### src/rtl/alu_operand_stage_if.sv
// Port bundle for the ID/EX operand stage. The stage takes the slave view.
// The decode/forwarding side, or a bench, takes the master view.
interface alu_operand_stage_if #(
  parameter int XLEN = 32,
  parameter int REGW = 5
);
  // Decode-side handshake and operands
  logic            id_valid;
  logic            id_ready;
  logic [REGW-1:0] id_rs1_addr;
  logic [REGW-1:0] id_rs2_addr;
  logic [XLEN-1:0] id_rs1_data;
  logic [XLEN-1:0] id_rs2_data;
  logic [XLEN-1:0] id_imm;
  logic            id_use_imm;
  logic [3:0]      id_alu_sel;
  logic [REGW-1:0] id_rd_addr;
  logic            id_reg_write;

  // Forwarding sources
  logic            exm_reg_write;
  logic            exm_mem_read;
  logic [REGW-1:0] exm_rd_addr;
  logic [XLEN-1:0] exm_result;
  logic            wb_reg_write;
  logic [REGW-1:0] wb_rd_addr;
  logic [XLEN-1:0] wb_result;

  // Pipeline control and ALU-side outputs
  logic            flush;
  logic            ex_ready;
  logic            ex_valid;
  logic [XLEN:0]   A_in;
  logic [XLEN:0]   B_in;
  logic [3:0]      ALU_Sel;
  logic [REGW-1:0] ex_rd_addr;
  logic            ex_reg_write;

  modport master (
    output id_valid, id_rs1_addr, id_rs2_addr, id_rs1_data, id_rs2_data,
           id_imm, id_use_imm, id_alu_sel, id_rd_addr, id_reg_write,
           exm_reg_write, exm_mem_read, exm_rd_addr, exm_result,
           wb_reg_write, wb_rd_addr, wb_result, flush, ex_ready,
    input  id_ready, ex_valid, A_in, B_in, ALU_Sel, ex_rd_addr, ex_reg_write
  );

  modport slave (
    input  id_valid, id_rs1_addr, id_rs2_addr, id_rs1_data, id_rs2_data,
           id_imm, id_use_imm, id_alu_sel, id_rd_addr, id_reg_write,
           exm_reg_write, exm_mem_read, exm_rd_addr, exm_result,
           wb_reg_write, wb_rd_addr, wb_result, flush, ex_ready,
    output id_ready, ex_valid, A_in, B_in, ALU_Sel, ex_rd_addr, ex_reg_write
  );
endinterface

### src/rtl/alu_operand_stage.sv
// ID/EX operand stage feeding the ALU.
// It resolves RAW hazards by forwarding from EX/MEM and then from MEM/WB.
// It stalls on a load-use hazard, and it picks register or immediate for operand B.
// It registers the operands with a valid/ready handshake and supports a flush.
module alu_operand_stage #(
  parameter int XLEN = 32,
  parameter int REGW = 5
) (
  input  logic               clk,
  input  logic               reset,
  alu_operand_stage_if.slave bus
);

  logic [XLEN-1:0] rs1_fwd;
  logic [XLEN-1:0] rs2_fwd;
  logic [XLEN-1:0] op_b;
  logic            load_hit_rs1;
  logic            load_hit_rs2;
  logic            hazard;
  logic            id_ready;
  logic            capture;

  logic            ex_valid_q;
  logic            ex_reg_write_q;
  logic [XLEN-1:0] a_q;
  logic [XLEN-1:0] b_q;
  logic [3:0]      sel_q;
  logic [REGW-1:0] rd_q;

  // Source 1 resolve: x0 reads zero, EX/MEM beats MEM/WB, else regfile.
  always_comb begin
    // NOTE: the default assignment comes first, so every path drives rs1_fwd and no latch is inferred.
    rs1_fwd = bus.id_rs1_data;
    if (bus.id_rs1_addr == '0)
      rs1_fwd = '0;
    else if (bus.exm_reg_write && (bus.exm_rd_addr == bus.id_rs1_addr))
      rs1_fwd = bus.exm_result;
    else if (bus.wb_reg_write && (bus.wb_rd_addr == bus.id_rs1_addr))
      rs1_fwd = bus.wb_result;
  end

  // Source 2 resolve, same priority as source 1.
  always_comb begin
    rs2_fwd = bus.id_rs2_data;
    if (bus.id_rs2_addr == '0)
      rs2_fwd = '0;
    else if (bus.exm_reg_write && (bus.exm_rd_addr == bus.id_rs2_addr))
      rs2_fwd = bus.exm_result;
    else if (bus.wb_reg_write && (bus.wb_rd_addr == bus.id_rs2_addr))
      rs2_fwd = bus.wb_result;
  end

  // The immediate path bypasses forwarding entirely.
  assign op_b = bus.id_use_imm ? bus.id_imm : rs2_fwd;

  // A load in EX/MEM has no data yet, so a dependent instruction must wait.
  // rs2 only counts when it is actually consumed.
  assign load_hit_rs1 = (bus.exm_rd_addr == bus.id_rs1_addr);
  assign load_hit_rs2 = !bus.id_use_imm && (bus.exm_rd_addr == bus.id_rs2_addr);
  assign hazard       = bus.exm_mem_read && bus.exm_reg_write &&
                        (bus.exm_rd_addr != '0) && (load_hit_rs1 || load_hit_rs2);

  assign id_ready = (!ex_valid_q || bus.ex_ready) && !hazard && !bus.flush;
  assign capture  = bus.id_valid && id_ready;

  // Stage register: reset > flush > capture > drain; otherwise hold.
  always_ff @(posedge clk or posedge reset) begin
    // NOTE: operand registers are reset as well, because A_in/B_in are observable outputs that must read zero.
    if (reset) begin
      ex_valid_q     <= 1'b0;
      ex_reg_write_q <= 1'b0;
      a_q            <= '0;
      b_q            <= '0;
      sel_q          <= '0;
      rd_q           <= '0;
    end else if (bus.flush) begin
      // NOTE: non-blocking assignments keep every register update in this block edge-consistent.
      ex_valid_q     <= 1'b0;
      ex_reg_write_q <= 1'b0;
    end else if (capture) begin
      ex_valid_q     <= 1'b1;
      ex_reg_write_q <= bus.id_reg_write;
      a_q            <= rs1_fwd;
      b_q            <= op_b;
      sel_q          <= bus.id_alu_sel;
      rd_q           <= bus.id_rd_addr;
    end else if (ex_valid_q && bus.ex_ready) begin
      // Bubble: the data fields keep their last value; only the valid bit and the write enable drop.
      ex_valid_q     <= 1'b0;
      ex_reg_write_q <= 1'b0;
    end
  end

  assign bus.id_ready     = id_ready;
  assign bus.ex_valid     = ex_valid_q;
  assign bus.ex_reg_write = ex_reg_write_q;
  assign bus.A_in         = {1'b0, a_q};
  assign bus.B_in         = {1'b0, b_q};
  assign bus.ALU_Sel      = sel_q;
  assign bus.ex_rd_addr   = rd_q;

endmodule

### src/flat_wrapper.sv
// flat-port wrapper written by rule: the top's interface ports become plain ports
module alu_operand_stage_flat 
#(
  parameter int XLEN = 32,
  parameter int REGW = 5
)
  (clk, reset, bus_id_valid, bus_id_rs1_addr, bus_id_rs2_addr, bus_id_rs1_data, bus_id_rs2_data, bus_id_imm, bus_id_use_imm, bus_id_alu_sel, bus_id_rd_addr, bus_id_reg_write, bus_exm_reg_write, bus_exm_mem_read, bus_exm_rd_addr, bus_exm_result, bus_wb_reg_write, bus_wb_rd_addr, bus_wb_result, bus_flush, bus_ex_ready, bus_id_ready, bus_ex_valid, bus_A_in, bus_B_in, bus_ALU_Sel, bus_ex_rd_addr, bus_ex_reg_write);
  alu_operand_stage_if #(.XLEN(XLEN), .REGW(REGW)) bus_i ();
  input  logic clk;
  input  logic reset;
  input wire logic [$bits(bus_i.id_valid)-1:0] bus_id_valid;
  input wire logic [$bits(bus_i.id_rs1_addr)-1:0] bus_id_rs1_addr;
  input wire logic [$bits(bus_i.id_rs2_addr)-1:0] bus_id_rs2_addr;
  input wire logic [$bits(bus_i.id_rs1_data)-1:0] bus_id_rs1_data;
  input wire logic [$bits(bus_i.id_rs2_data)-1:0] bus_id_rs2_data;
  input wire logic [$bits(bus_i.id_imm)-1:0] bus_id_imm;
  input wire logic [$bits(bus_i.id_use_imm)-1:0] bus_id_use_imm;
  input wire logic [$bits(bus_i.id_alu_sel)-1:0] bus_id_alu_sel;
  input wire logic [$bits(bus_i.id_rd_addr)-1:0] bus_id_rd_addr;
  input wire logic [$bits(bus_i.id_reg_write)-1:0] bus_id_reg_write;
  input wire logic [$bits(bus_i.exm_reg_write)-1:0] bus_exm_reg_write;
  input wire logic [$bits(bus_i.exm_mem_read)-1:0] bus_exm_mem_read;
  input wire logic [$bits(bus_i.exm_rd_addr)-1:0] bus_exm_rd_addr;
  input wire logic [$bits(bus_i.exm_result)-1:0] bus_exm_result;
  input wire logic [$bits(bus_i.wb_reg_write)-1:0] bus_wb_reg_write;
  input wire logic [$bits(bus_i.wb_rd_addr)-1:0] bus_wb_rd_addr;
  input wire logic [$bits(bus_i.wb_result)-1:0] bus_wb_result;
  input wire logic [$bits(bus_i.flush)-1:0] bus_flush;
  input wire logic [$bits(bus_i.ex_ready)-1:0] bus_ex_ready;
  output wire logic [$bits(bus_i.id_ready)-1:0] bus_id_ready;
  output wire logic [$bits(bus_i.ex_valid)-1:0] bus_ex_valid;
  output wire logic [$bits(bus_i.A_in)-1:0] bus_A_in;
  output wire logic [$bits(bus_i.B_in)-1:0] bus_B_in;
  output wire logic [$bits(bus_i.ALU_Sel)-1:0] bus_ALU_Sel;
  output wire logic [$bits(bus_i.ex_rd_addr)-1:0] bus_ex_rd_addr;
  output wire logic [$bits(bus_i.ex_reg_write)-1:0] bus_ex_reg_write;
  assign bus_i.id_valid = bus_id_valid;
  assign bus_i.id_rs1_addr = bus_id_rs1_addr;
  assign bus_i.id_rs2_addr = bus_id_rs2_addr;
  assign bus_i.id_rs1_data = bus_id_rs1_data;
  assign bus_i.id_rs2_data = bus_id_rs2_data;
  assign bus_i.id_imm = bus_id_imm;
  assign bus_i.id_use_imm = bus_id_use_imm;
  assign bus_i.id_alu_sel = bus_id_alu_sel;
  assign bus_i.id_rd_addr = bus_id_rd_addr;
  assign bus_i.id_reg_write = bus_id_reg_write;
  assign bus_i.exm_reg_write = bus_exm_reg_write;
  assign bus_i.exm_mem_read = bus_exm_mem_read;
  assign bus_i.exm_rd_addr = bus_exm_rd_addr;
  assign bus_i.exm_result = bus_exm_result;
  assign bus_i.wb_reg_write = bus_wb_reg_write;
  assign bus_i.wb_rd_addr = bus_wb_rd_addr;
  assign bus_i.wb_result = bus_wb_result;
  assign bus_i.flush = bus_flush;
  assign bus_i.ex_ready = bus_ex_ready;
  assign bus_id_ready = bus_i.id_ready;
  assign bus_ex_valid = bus_i.ex_valid;
  assign bus_A_in = bus_i.A_in;
  assign bus_B_in = bus_i.B_in;
  assign bus_ALU_Sel = bus_i.ALU_Sel;
  assign bus_ex_rd_addr = bus_i.ex_rd_addr;
  assign bus_ex_reg_write = bus_i.ex_reg_write;
  alu_operand_stage #(.XLEN(XLEN), .REGW(REGW)) u_core (.clk(clk), .reset(reset), .bus(bus_i));
endmodule
### config.mk
export PLATFORM = sky130hd
export DESIGN_NAME = alu_operand_stage_flat
export DESIGN_NICKNAME = d
export VERILOG_FILES = /design/src/rtl/alu_operand_stage_if.sv /design/src/rtl/alu_operand_stage.sv /design/src/flat_wrapper.sv
export SDC_FILE = /design/constraint.sdc
export NUM_CORES = 1
export LEC_CHECK = 0
export CORE_AREA = 8 8 159 101
export DETAILED_ROUTE_END_ITERATION = 10
export DIE_AREA = 0 0 167 109
export PLACE_DENSITY = 0.91
export SETUP_SLACK_MARGIN = 0.3
export SLEW_MARGIN = 20
export SYNTH_ARGS = -nofsm -noshare
export SYNTH_HDL_FRONTEND = slang
export SYNTH_SLANG_ARGS = --single-unit
### constraint.sdc
create_clock -name clk -period 3.6 [get_ports clk]
set_input_delay 0.9 -clock clk [delete_from_list [all_inputs] [get_ports clk]]
set_output_delay 0.9 -clock clk [all_outputs]
set_load 0.03 [all_outputs]
Yosys cells after proc, flatten, opt, wreduce, memory -nomap -nowiden
Index checks and enable logic that the tools add are counted.

Flip-flop bits (word level): 75. Input port bits: 199. Output and inout port bits: 78. Logic and storage cells: 46.

Equality and inequality tests: 4. Multiplexer cells: 12. Bitwise gates (word level): 1. Reductions and logical operators: 23.

Operators by type and width (number): 32-bit two-way mux (7); 5-bit equality test (4); 1-bit logical AND (12); 5-bit logical NOT (2); 1-bit two-way mux (5); 5-bit nonzero test (1); 1-bit logical NOT (4); 3-bit nonzero test (1); 1-bit logical OR (2); 2-bit AND reduction (1); 1-bit inverter (1).

Logic depth before layout (Yosys ltp)
Depth after elaboration: 10. Gate-level depth with buffers: 7. Mapped depth without buffers: 5.

Worst setup path after synthesis
Ideal clock, no wire load.

Kind: input to output. From: in bus_exm_rd_addr[0]. To: out bus_id_ready. Data arrival time: 2.735 ns. Data required time: 2.700 ns. Slack: -0.035 ns. Stages: 6. Path buffers: 2. Cells stage by stage: or3_1 -> o311a_1 -> and2_1 -> buf_2 -> clkbuf_1 -> nor3_1.

Word-level cells in the longest chain between the ends: 7. Elaborated cells on any way between the ends: 10. Classes of those cells: eq/ne: 2; reduce/logical: 8.

RTL lines: start: declaration (RTL line flat_wrapper.sv:23) `input wire logic [$bits(bus_i.exm_rd_addr)-1:0] bus_exm_rd_addr;`; 5-bit equality test (RTL line alu_operand_stage.sv:59) `assign load_hit_rs2 = !bus.id_use_imm && (bus.exm_rd_addr == bus.id_rs2_addr);`; 1-bit logical AND (RTL line alu_operand_stage.sv:59); 1-bit logical OR (RTL line alu_operand_stage.sv:61) `(bus.exm_rd_addr != '0) && (load_hit_rs1 || load_hit_rs2);`; 1-bit logical AND (*) (RTL line alu_operand_stage.sv:61); 1-bit logical NOT (*) (RTL line alu_operand_stage.sv:63) `assign id_ready = (!ex_valid_q || bus.ex_ready) && !hazard && !bus.flush;`; 1-bit logical AND (*) (2 in series) (RTL line alu_operand_stage.sv:63); end: declaration (RTL line flat_wrapper.sv:30) `output wire logic [$bits(bus_i.id_ready)-1:0] bus_id_ready;`.

Mark *: on every way between the ends. The rest lies on a longest branch, timed or not.

Worst setup path after layout
Same ends and word-level chain as after synthesis.

==> flow_summary_export.csv <==
group,metric,value,unit
run_status,status,"finished clean",
detailed_routing,routed_wl,25600,µm
worst_setup_path,r2r_start,"u_core.bus.ex_valid",
floorplanning,core,0.0139,mm²
grt,grt_overflow,0,
sta,worst_hold_slack,0.493,ns
yosys,synth_ff_type,"dfrtp_1",
sta,max_freq,307,MHz
clock_network,cts_buffers,9,
hold_path,hold_class,"flip-flop to flip-flop",
power_and_ir_drop,power.leakage,3.55,nW
grt,grt_max_degree,65,
floorplanning,num_rows,34,
yosys,async_flop_share,100,%
sta,finalHoldViolCount,0,
floorplanning,die-area,0.0182,mm²
worst_setup_path,arrival,2.36,ns
job,drv_cap,0,
yosys,synthMuxAreaShare,8.46,%
placed_design,dp_hpwl,19500,µm
power_and_ir_drop,design_power_total,0.00350,W
grt,grt_pass1_vias,6464,
yosys,ys_types,45,
grt,grt_pass1_wl,38700,µm
sta,finClkSkew,0.00522,ns
hold_path,min-delay-start,"u_core.bus.ex_rd_addr[0]",
worst_setup_path,crit_path_max_incr_delay,0.40,ns
detailed_routing,vias,6373,
worst_setup_path,reg2reg_depth,5,
sta,setup_violations,0,
worst_setup_path,crit_chain,"clkdlybuf4s15_2 -> or3_4 -> o311a_1 -> and2_4 -> nor3_4 -> buf_6",
power_and_ir_drop,comb_power_share,43.3,%
sta,max-slew-margin-rel,55.3,%
worst_setup_path,crit_start,"bus_exm_rd_addr[0]",
cells_and_area,drive_gt1_share,12.3,%
yosys,synth_seq_cells,75,
worst_setup_path,critPathCaptureType,"output port",
cells_and_area,nNetsFinal,1081,
placed_design,dp_slack,0.00552,ns
worst_setup_path,path_max_fanout,3,
cells_and_area,fillers,1174,
cells_and_area,stdcell_count,1067,
detailed_routing,routed_via_density,5.97,
power_and_ir_drop,pwr-share-clk,25.4,%
placed_design,placedCellCount,1048,
sta,fin_setup_tns,0,ns
yosys,yosys.area_share.adder,0,%
yosys,syn_avg_cell_area,8.69,µm²
worst_setup_path,critPathKind,"primary input to output port",
cells_and_area,diodes,0,
yosys,synthCells,635,
placed_design,place_congestion,0.973,
clock_network,cts_sinks,75,
clock_network,cts_tree,"done",
worst_setup_path,worst-path-buf-inv,2,
detailed_routing,drt_first_iter_violations,879,
clock_network,cts_root_buf,"clkbuf_16",
clock_network,clockBufferDepth,2,
grt,antenna_found_initial,0,
detailed_routing,drc,0,
sta,setup_slack,0.340,ns
power_and_ir_drop,seqPwrFrac,31.4,%
yosys,synth_top_family_by_area,"compound AO/OA/AOI/OAI gates",
floorplanning,die_y,109,µm
clock_network,ctsHoldBuffers,0,
cells_and_area,multi_input_area,0.00324,mm²
power_and_ir_drop,power_switching,0.00130,W
detailed_routing,antenna_left,0,
yosys,seq_area_frac_synth,34.0,%
sta,post-route-period-util,90.5,%
worst_setup_path,cp_slowest_cell,"or3_4",
placed_design,port_buffers,274,
clock_network,clk-insertion-delay-late,0.33,ns
hold_path,whs_path_depth,1,
cells_and_area,seq_area,0.00188,mm²
worst_setup_path,crit_path_start_kind,"primary input",
power_and_ir_drop,swShare,37.1,%
clock_network,h-tree-depth,3,
floorplanning,initial_core_util,39.7,%
sta,tightest_slew,0.670,ns
sta,grt_setup_unrepaired,"no",
sta,fin_crit,3.26,ns
clock_network,clkSlewWorstSetupHoldPaths,0.07,ns
worst_setup_path,path_depth,6,
detailed_routing,wire_per_inst,24.0,µm
yosys,synth_compound_area_share,31.0,%
grt,grt_use_total,27.5,%
power_and_ir_drop,ir_drop,0.214,mV
worst_setup_path,cp_top_family,"simple AND/OR/NAND/NOR gates",
sta,slew_violations,0,
yosys,ys_warn_count,0,
cells_and_area,area_growth_syn_to_layout,60.3,%
yosys,synthSimpleGateAreaFrac,14.5,%
yosys,synth_edf_count,0,
power_and_ir_drop,intPower,0.00220,W
worst_setup_path,worstPathRequired,2.70,ns
floorplanning,die_x,167,µm
power_and_ir_drop,powerDensity,396,mW/mm²
yosys,synth_xor_area_share,3.17,%
floorplanning,io_pins,277,
yosys,synth_area,0.00552,mm²
detailed_routing,first_pass_iters,5,
==> registers in the layout, summed over array words and instances, names as in the netlist <==
| name | count |
|---|---|
| u_core.bus.ex_valid | 1 |
| u_core.bus.ex_reg_write | 1 |
| u_core.bus.ex_rd_addr | 5 |
| u_core.bus.ALU_Sel | 4 |
| u_core.a_q | 32 |
| u_core.b_q | 32 |
==> power groups by stage <==
stage | sequential, W | clock [W] | combinational, W
2_1_floorplan | 0.00143 | 0 | 0.000420
3_3_place_gp | 0.00110 | 0 | 0.00149
3_5_place_dp | 0.00111 | 0 | 0.00150
4_1_cts | 0.00110 | 0.000905 | 0.00151
5_1_grt | 0.00112 | 0.000934 | 0.00159
6_report | 0.00110 | 0.000889 | 0.00151
==> synthesized netlist by cell type, drive strengths merged (2+ instances only) <==
cell | instances | area share (%)
buf | 16 | 2.1
and3 | 32 | 3.6
clkbuf | 60 | 4.1
mux2i | 5 | 0.91
a31oi | 59 | 6.7
o32a | 32 | 5.8
xnor2 | 11 | 1.7
mux2 | 37 | 7.6
dfrtp | 75 | 34
nand4 | 28 | 3.2
o31a | 32 | 5.1
o22ai | 6 | 0.68
inv | 39 | 2.7
xor2 | 9 | 1.4
nor3 | 4 | 0.45
o221ai | 5 | 0.79
a21boi | 32 | 4.4
o21a | 5 | 0.68
nand2 | 67 | 4.6
and2 | 3 | 0.34
o31ai | 27 | 3.7
o21ai | 27 | 2.4
nor3b | 2 | 0.36
nand3 | 7 | 0.63
==> per-stage QoR <==
| step | area (µm²) | util [%] |
|---|---|---|
| CTS | 8840 | 63.6 |
| finish | 8850 | 63.6 |
| detailed placement | 8520 | 61.2 |
| global placement | 8520 | 61.2 |
| global route | 8850 | 63.6 |
| floorplan | 5530 | - |
==> timing repair <==
action / CTS / global route
setup endpoints to repair: 1 / 1
pin swaps: 6 / 1
setup buffers: 3 / 0
resized for setup: 25 / 4
==> layer usage <==
layer	part of all wire (%)	global-route usage (%)	vias to the layer above	wire, µm
met3	13	11.7	43	3360
li1	-	-	2887	-
met1	44	37.3	3031	11200
met2	41	39.3	412	10500
met5	0	0	-	0
met4	2.2	7.61	0	555
==> kinds of logic after synthesis <==
group	count (synthesis)
buf+inv	115
simple gates	152
flops	75
compound gates	230
other cells	1
xor+xnor	20
mux	42
==> cell usage in the layout, fill, tap and decap left out, drive strengths merged, types with 3 or more instances in the layout <==
cell type,instances
o21ai,27
xor2,9
clkbuf,11
clkinvlp,4
o32a,32
nand4,28
o31a,32
o221ai,5
dlygate4sd2,11
o21a,5
dfrtp,75
xnor2,11
nand3,7
nor3,4
o31ai,27
nand2,67
a21boi,32
mux2i,5
buf,38
and2,3
clkdlybuf4s50,258
a31oi,59
and3,32
inv,40
o22ai,6
mux2,37
==> final timing paths <==
check | end | slack [ns]
max | bus_id_ready | 0.34
min | u_core.bus.ex_rd_addr[0] | 0.49
max reg2reg | u_core.a_q[1] | 1.86
min reg2reg | u_core.bus.ex_rd_addr[0] | 0.49
max in group asynchronous | u_core.a_q[26] | 1.96
min in group asynchronous | u_core.b_q[11] | 0.98
==> final cells by class <==
cell class,count,area share [%]
Clock buffer,10,2.70
Timing Repair Buffer,311,34.7
Inverter,39,1.67
Multi-Input combinational cell,446,36.6
Tap cell,180,2.55
Sequential cell,75,21.2
Clock inverter,6,0.537
Power figures use the tool's default switching activity.
